### src/rtl/can_pkg.sv
// can_pkg: shared CAN receive-path types and constants for the bit destuffer.
package can_pkg;
   typedef enum logic [1:0] {IDLE, COUNT, EXPECT_STUFF, ERROR} destuff_state_e;
   localparam int CAN_STUFF_LEN = 5;
   localparam logic CAN_RECESSIVE = 1'b1;
endpackage

### src/rtl/can_bit_destuff.sv
// can_bit_destuff: removes CAN stuff bits and flags stuff errors ahead of seq_8.
// Optional error counter output err_cnt enabled by CAN_DESTUFF_ERRCNT_EN.
module can_bit_destuff
   import can_pkg::*;
#(
   parameter int STUFF_LEN = CAN_STUFF_LEN,
   parameter int CNT_W     = 3
) (
   input  logic clk,
   input  logic rst_n,
   input  logic stuff_en,
   input  logic sample_valid,
   input  logic rx_bit,
   output logic dout,
   output logic dout_valid,
   output logic stuff_drop,
   output logic stuff_err
`ifdef CAN_DESTUFF_ERRCNT_EN
   ,output logic [7:0] err_cnt
`endif
);
   destuff_state_e r_state, w_state_nx;
   logic [CNT_W-1:0] r_run_cnt, w_cnt_nx, w_cnt_base, w_cnt_inc;
   logic r_last_bit, w_last_nx;
   logic w_dout_nx, w_dv_nx, w_drop_nx, w_err_nx;
   always_ff @(posedge clk) begin
      if (!rst_n) begin
         r_state    <= IDLE;
         r_run_cnt  <= '0;
         r_last_bit <= CAN_RECESSIVE;
         dout       <= 1'b0;
         dout_valid <= 1'b0;
         stuff_drop <= 1'b0;
         stuff_err  <= 1'b0;
      end else begin
         r_state    <= w_state_nx;
         r_run_cnt  <= w_cnt_nx;
         r_last_bit <= w_last_nx;
         dout       <= w_dout_nx;
         dout_valid <= w_dv_nx;
         stuff_drop <= w_drop_nx;
         stuff_err  <= w_err_nx;
      end
   end
   // Entering from IDLE starts a fresh run, so the first counted bit sees run_cnt=0.
   assign w_cnt_base = (r_state == IDLE) ? '0 : r_run_cnt;
   assign w_cnt_inc  = (w_cnt_base == '0 || rx_bit != r_last_bit) ? CNT_W'(1) : w_cnt_base + 1'b1;
   always_comb begin
      w_state_nx = r_state;
      w_cnt_nx   = r_run_cnt;
      w_last_nx  = r_last_bit;
      w_dout_nx  = dout;
      w_dv_nx    = 1'b0;
      w_drop_nx  = 1'b0;
      w_err_nx   = stuff_err;
      if (!stuff_en) begin
         w_state_nx = IDLE;
         w_cnt_nx   = '0;
         w_err_nx   = 1'b0;
         w_dout_nx  = sample_valid ? rx_bit : dout;
         w_dv_nx    = sample_valid;
      end else begin
         case (r_state)
            IDLE, COUNT: begin
               w_state_nx = COUNT;
               w_cnt_nx   = w_cnt_base;
               if (sample_valid) begin
                  w_cnt_nx   = w_cnt_inc;
                  w_last_nx  = rx_bit;
                  w_dout_nx  = rx_bit;
                  w_dv_nx    = 1'b1;
                  w_state_nx = (w_cnt_inc == CNT_W'(STUFF_LEN)) ? EXPECT_STUFF : COUNT;
               end
            end
            EXPECT_STUFF: begin
               if (sample_valid) begin
                  w_drop_nx  = rx_bit != r_last_bit;
                  w_err_nx   = rx_bit == r_last_bit;
                  w_cnt_nx   = (rx_bit != r_last_bit) ? CNT_W'(1) : r_run_cnt;
                  w_last_nx  = rx_bit;
                  w_state_nx = (rx_bit != r_last_bit) ? COUNT : ERROR;
               end
            end
            default: ;
         endcase
      end
   end
`ifdef CAN_DESTUFF_ERRCNT_EN
   logic w_err_entry;
   assign w_err_entry = r_state != ERROR && w_state_nx == ERROR;
   always_ff @(posedge clk) begin
      if (!rst_n) err_cnt <= '0;
      else if (w_err_entry && err_cnt != 8'hFF) err_cnt <= err_cnt + 8'd1;
   end
`endif
endmodule

### config.mk
export PLATFORM = sky130hd
export DESIGN_NAME = can_bit_destuff
export DESIGN_NICKNAME = d
export VERILOG_FILES = /design/src/rtl/can_pkg.sv /design/src/rtl/can_bit_destuff.sv
export SDC_FILE = /design/constraint.sdc
export NUM_CORES = 1
export LEC_CHECK = 0
export CAP_MARGIN = 0
export CORE_AREA = 2 2 39 41
export CTS_CLUSTER_SIZE = 40
export DETAILED_ROUTE_END_ITERATION = 8
export DIE_AREA = 0 0 41 43
export GPL_TIMING_DRIVEN = 0
export MAX_ROUTING_LAYER = met4
export PLACE_DENSITY_LB_ADDON = 0.25
export SYNTH_ARGS = -nofsm -noshare
export SYNTH_HDL_FRONTEND = slang
export SYNTH_SLANG_ARGS = --single-unit
### constraint.sdc
create_clock -name clk -period 3.4 [get_ports clk]
set_clock_uncertainty 0.1 [all_clocks]
set_input_delay 1.02 -clock clk [delete_from_list [all_inputs] [get_ports clk]]
set_output_delay 1.02 -clock clk [all_outputs]
set_load 0.005 [all_outputs]
======== Word-level counts from Yosys, hierarchy flattened ========
Cells that the tools add are included.
word-level totals
  memory bits (writable) .................. 0
  word-level logic and storage cells ...... 45
  memories kept ........................... 0
  bits in latches ......................... 0
  memory bits (read-only) ................. 0
  input port bits ......................... 5
  bits in registers ....................... 10
cells by class
  mux-type cells .......................... 17
  bitwise operators ....................... 0
  equality and inequality tests ........... 8
  shift operators ......................... 0
  $mul .................................... 0
  add/subtract/negate cells ............... 1
  reductions and logical operators ........ 12
  $lt $le $gt $ge ......................... 0
  div/mod/pow operators ................... 0
operators by type and width
  cell                                                                   count
  3-bit 2-to-1 mux                                                       5
  2-bit 2-to-1 mux                                                       4
  1-bit 2-to-1 mux                                                       6
  3-bit case mux with 2 select lines                                     1
  2-bit AND reduction                                                    3
  3-bit AND reduction                                                    2
  2-bit != test, second input constant                                   2
  2-bit case mux with 2 select lines                                     1
  4-bit AND reduction                                                    1
  3-bit by 1-bit adder with 3-bit output, second input constant          1
  3-bit equality test, second input constant                             1
  3-bit zero test                                                        1
  3-bit OR reduction                                                     1
  2-bit by 1-bit equality test with 1-bit output, second input constant  1
  2-bit equality test, second input constant                             1
  2-bit zero test                                                        1
  2-bit by 1-bit != test with 1-bit output, second input constant        1
  2-bit nonzero test                                                     1
  2-bit OR reduction                                                     1
  1-bit equality test                                                    1
  1-bit logical OR                                                       1
  1-bit != test                                                          1

======== Logic depth before layout (Yosys ltp) ========
  depth after elaboration ................. 9
  gate-level depth with buffers ........... 8

======== Worst setup path before layout ========
No wires, ideal clock.
  path kind ............................... input -> register
  from .................................... input rx_bit
  to ...................................... register r_state[1]
  setup slack ............................. 1.302 ns
  arrival time ............................ 1.928 ns
  buffers on the path ..................... 0
  required time ........................... 3.230 ns
  cell stages on the path ................. 4
  library setup time ...................... 0.070 ns
  cell sequence ........................... xor2_1 -> a21oi_2 -> or4b_1 -> a21oi_1
between the ends
  longest elaborated chain between the ends .. 7
  elaborated cells between the ends (all ways) .. 9
  classes of those cells .................. eq/ne: 2; mux: 6; reduce/logical: 1
ends and longest elaborated chain
  element                                 line                                          source
  from (decl)                             can_bit_destuff.sv:13                         input logic rx_bit,
  1-bit != test (*)                       can_bit_destuff.sv:47, can_bit_destuff.sv:81
  1-bit logical OR                        can_bit_destuff.sv:47                         assign w_cnt_inc = (w_cnt_base == '0 || rx_bit != r_last_bit) ? CNT_W'(1) : w_cnt_base + 1'b1;
  3-bit 2-to-1 mux                        can_bit_destuff.sv:47
  3-bit equality test                     can_bit_destuff.sv:72                         w_state_nx = (w_cnt_inc == CNT_W'(STUFF_LEN)) ? EXPECT_STUFF : COUNT;
  2-bit 2-to-1 mux                        can_bit_destuff.sv:72
  2-bit 2-to-1 mux                        can_bit_destuff.sv:67                         if (sample_valid) begin
  2-bit case mux with 2 select lines (*)  can_bit_destuff.sv:63                         case (r_state)
  to (signal assigned)                    can_bit_destuff.sv:36                         r_state <= w_state_nx;
  to (decl)                               can_bit_destuff.sv:22                         destuff_state_e r_state, w_state_nx;
Mark *: on every way between the ends. The rest lies on a longest branch, timed or not. The select of a mux whose other input is x is not followed.
A chain may end at the register's enable or synchronous reset.

======== Worst setup path in the final report ========
Ends and elaborated chain as after synthesis.

==> results.py <==
metrics = {
    "outcome": {
        "status": "finished clean",
    },
    "sta": {
        "fin_crit_sh_pct": 72.6,
        "tightestPinTransition_ns": 0.409,
        "setup_violations": 0,
        "clock.fmax_ghz": 0.405,
        "slew_headroom_pct": 72.7,
        "grt_setup_unrepaired": "no",
        "hold_violations": 0,
        "finalSetupTns_ns": 0,
        "period_needed_ns": 2.47,
        "hold_ws_ns": 0.356,
        "drv_slew": 0,
    },
    "run": {
        "max_cap_violations": 0,
    },
    "global_routing": {
        "track_usage_pct": 14.9,
        "grt-ovfl-total": 0,
        "grt_max_degree": 11,
        "grt_pass1_vias": 430,
        "antenna_found_initial": 0,
        "grt_pass1_wl_um": 1790,
    },
    "routing": {
        "wirelength_um": 1070,
        "drt_iter0_drc": 9,
        "routedWlPerCell_um": 11.2,
        "vias": 517,
        "dr.pass1.iters": 4,
        "antenna_left": 0,
        "drc": 0,
        "vias_per_cell": 5.39,
    },
    "final_layout": {
        "area_growth_syn_to_layout_pct": 23.0,
        "drive_gt1_share_pct": 11.3,
        "diodes": 0,
        "nets": 88,
        "n_fill_cell": 152,
    },
    "power_and_ir_drop": {
        "p_sw_share_pct": 23.2,
        "p_int_uw": 199,
        "power_frac_comb_pct": 11.0,
        "power.density_nw_per_um2": 382,
        "clkPwrFrac_pct": 41.7,
        "p_leak_nw": 0.274,
        "pwr-share-seq_pct": 47.3,
        "total_power_uw": 258,
        "ir_drop_v": 0.000117,
        "p_sw_uw": 59.9,
    },
    "critical_path": {
        "cpMaxStageDelayCell": "clkdlybuf4s50_1",
        "crit_start": "rx_bit",
        "path_cells": "clkdlybuf4s50_1 > xor2_1 > a21oi_2 > or4b_1 > a21oi_1",
        "cpPeakStageDelay_ns": 0.49,
        "endpoint_kind": "flop",
        "r2r_start": "r_state[1]",
        "cp_max_fo": 5,
        "required_ns": 3.50,
        "worstSetupStartpointType": "primary input",
        "path_class": "in2reg",
        "worstPathArrival_ns": 2.57,
    },
    "logic_synthesis": {
        "yosysWarnings": 0,
        "syn_area_per_cell_um2": 7.96,
        "synth_largest_area_cell": "dfxtp_1",
        "ys.flop_type": "dfxtp_1",
        "yosysUniqueCellTypes": 29,
        "ys_ff_latch": 10,
        "ys_async_sr_fraction_pct": 0,
        "synth_edf_count": 0,
        "synth.yosys.seq_area_share_pct": 36.4,
        "yosys-top-cells-area": "dfxtp_1 (36%), nand2_1 (8.9%), nand3_1 (5.5%)",
        "synth_top_cells_by_count": "nand2_1 (13), dfxtp_1 (10), nand3_1 (6)",
        "syn_nets": 76,
        "syn_area_um2": 549,
        "synth_top_area_share_pct": 36.4,
        "yosys.cell_count.top_type": "nand2_1",
        "synthCells": 69,
    },
    "cts": {
        "cts.htree.levels": 1,
        "ctsResizeCount": 0,
        "cts_tree": "built",
        "cts.sinks": 10,
        "post_cts_buffers": 0,
        "cts_buffers": 3,
        "path_clk_slew_ns": 0.07,
        "root_buffer": "clkbuf_4",
        "holdBufCountCts": 0,
        "clk_latency_ns": 0.27,
        "cts_buffer_depth": 2,
    },
    "die": {
        "io_pins": 9,
        "core_area_um2": 1380,
        "die_area_um2": 1760,
        "die_h_um": 43,
        "fp.dieW_um": 41,
        "rows": 14,
        "initial_core_util_pct": 39.7,
    },
    "placed_design": {
        "place_congestion": 0.813,
        "io_buffers": 7,
        "hpwl_um": 811,
    },
    "min_path": {
        "hp-start": "dout",
        "hold_path.class": "reg2reg",
    },
}
area by class of cell:
| class | count | area (um2) | share of cell area, % |
|---|---|---|---|
| inverter | 4 | 15.0 | 2.22 |
| clock buffer | 4 | 36.3 | 5.37 |
| sequential | 10 | 200 | 29.6 |
| multi-input combinational | 52 | 318 | 47.0 |
| buffer | 3 | 16.3 | 2.41 |
| timing repair buffer | 7 | 70.1 | 10.4 |
| tap | 16 | 20.0 | 2.96 |
layout by cell type, fill, tap and decap left out, types with 2 or more instances in the layout:
| cell type | count |
|---|---|
| nand2_1 | 13 |
| dfxtp_1 | 10 |
| clkdlybuf4s50_1 | 7 |
| nand3_1 | 6 |
| inv_1 | 3 |
| nor2_1 | 3 |
| a21oi_1 | 3 |
| a31oi_1 | 3 |
| clkbuf_4 | 3 |
| o21ai_1 | 2 |
| xor2_1 | 2 |
| a21boi_1 | 2 |
| xnor2_1 | 2 |
| nor3_1 | 2 |
| ha_1 | 2 |
power by group through the flow:
stage / sequential (mW) / combinational (mW) / clock (mW)
after floorplan: 0.125 / 0.0171 / 0
after global placement: 0.125 / 0.0283 / 0
after detailed placement: 0.125 / 0.0282 / 0
after CTS: 0.122 / 0.0285 / 0.109
after global routing: 0.123 / 0.0318 / 0.117
final: 0.122 / 0.0284 / 0.108
worst paths after layout:
| check | end | slack, ns | depth (start not counted) |
|---|---|---|---|
| setup / recovery | r_state[1] | 0.93 | 5 |
| hold / removal | dout | 0.36 | 2 |
| hold reg to reg | dout | 0.36 | 2 |
| setup reg to reg | r_state[1] | 1.08 | 8 |
stage by stage:
stage | area (um2) | utilization, % | std cells | setup slack (ns)
floorplan | 549 | - | 69 | 1.30
global placement | 639 | 46.2 | 92 | 0.671
detailed placement | 639 | 46.2 | 92 | 0.679
CTS | 676 | 48.8 | 96 | 0.945
global route | 676 | 48.8 | 96 | 0.872
finish | 676 | 48.8 | 96 | 0.932
kinds of logic after synthesis:
logic type / count (synthesis) / share of synthesized area [%]
compound gates: 17 / 21.6
xor+xnor: 4 / 6.38
fa+ha+maj: 2 / 4.56
buf+inv: 7 / 5.69
flops: 10 / 36.4
mux: 1 / 1.82
simple gates: 28 / 23.5
routing by layer:
metal	up-vias	share of wire, %	GRT usage [%]
li1	264	-	-
met1	229	48	20.7
met2	21	44	20.6
met3	3	6.1	1.57
met4	0	1.6	8.00
met5	-	0	-
critical path, delay by kind of cell:
kind	cells	cell delay [ns]
buffers and inverters	1	0.49
XOR/XNOR	1	0.24
AND/OR/NAND/NOR	1	0.47
AO/OA/AOI/OAI	2	0.35
flip-flops by register name (all words and copies together) (netlist names):
name and cells:
stuff_err 1, r_last_bit 1, dout 1, dout_valid 1, r_run_cnt 3, stuff_drop 1, r_state 2
No activity file was read; power rests on OpenSTA's default activity.
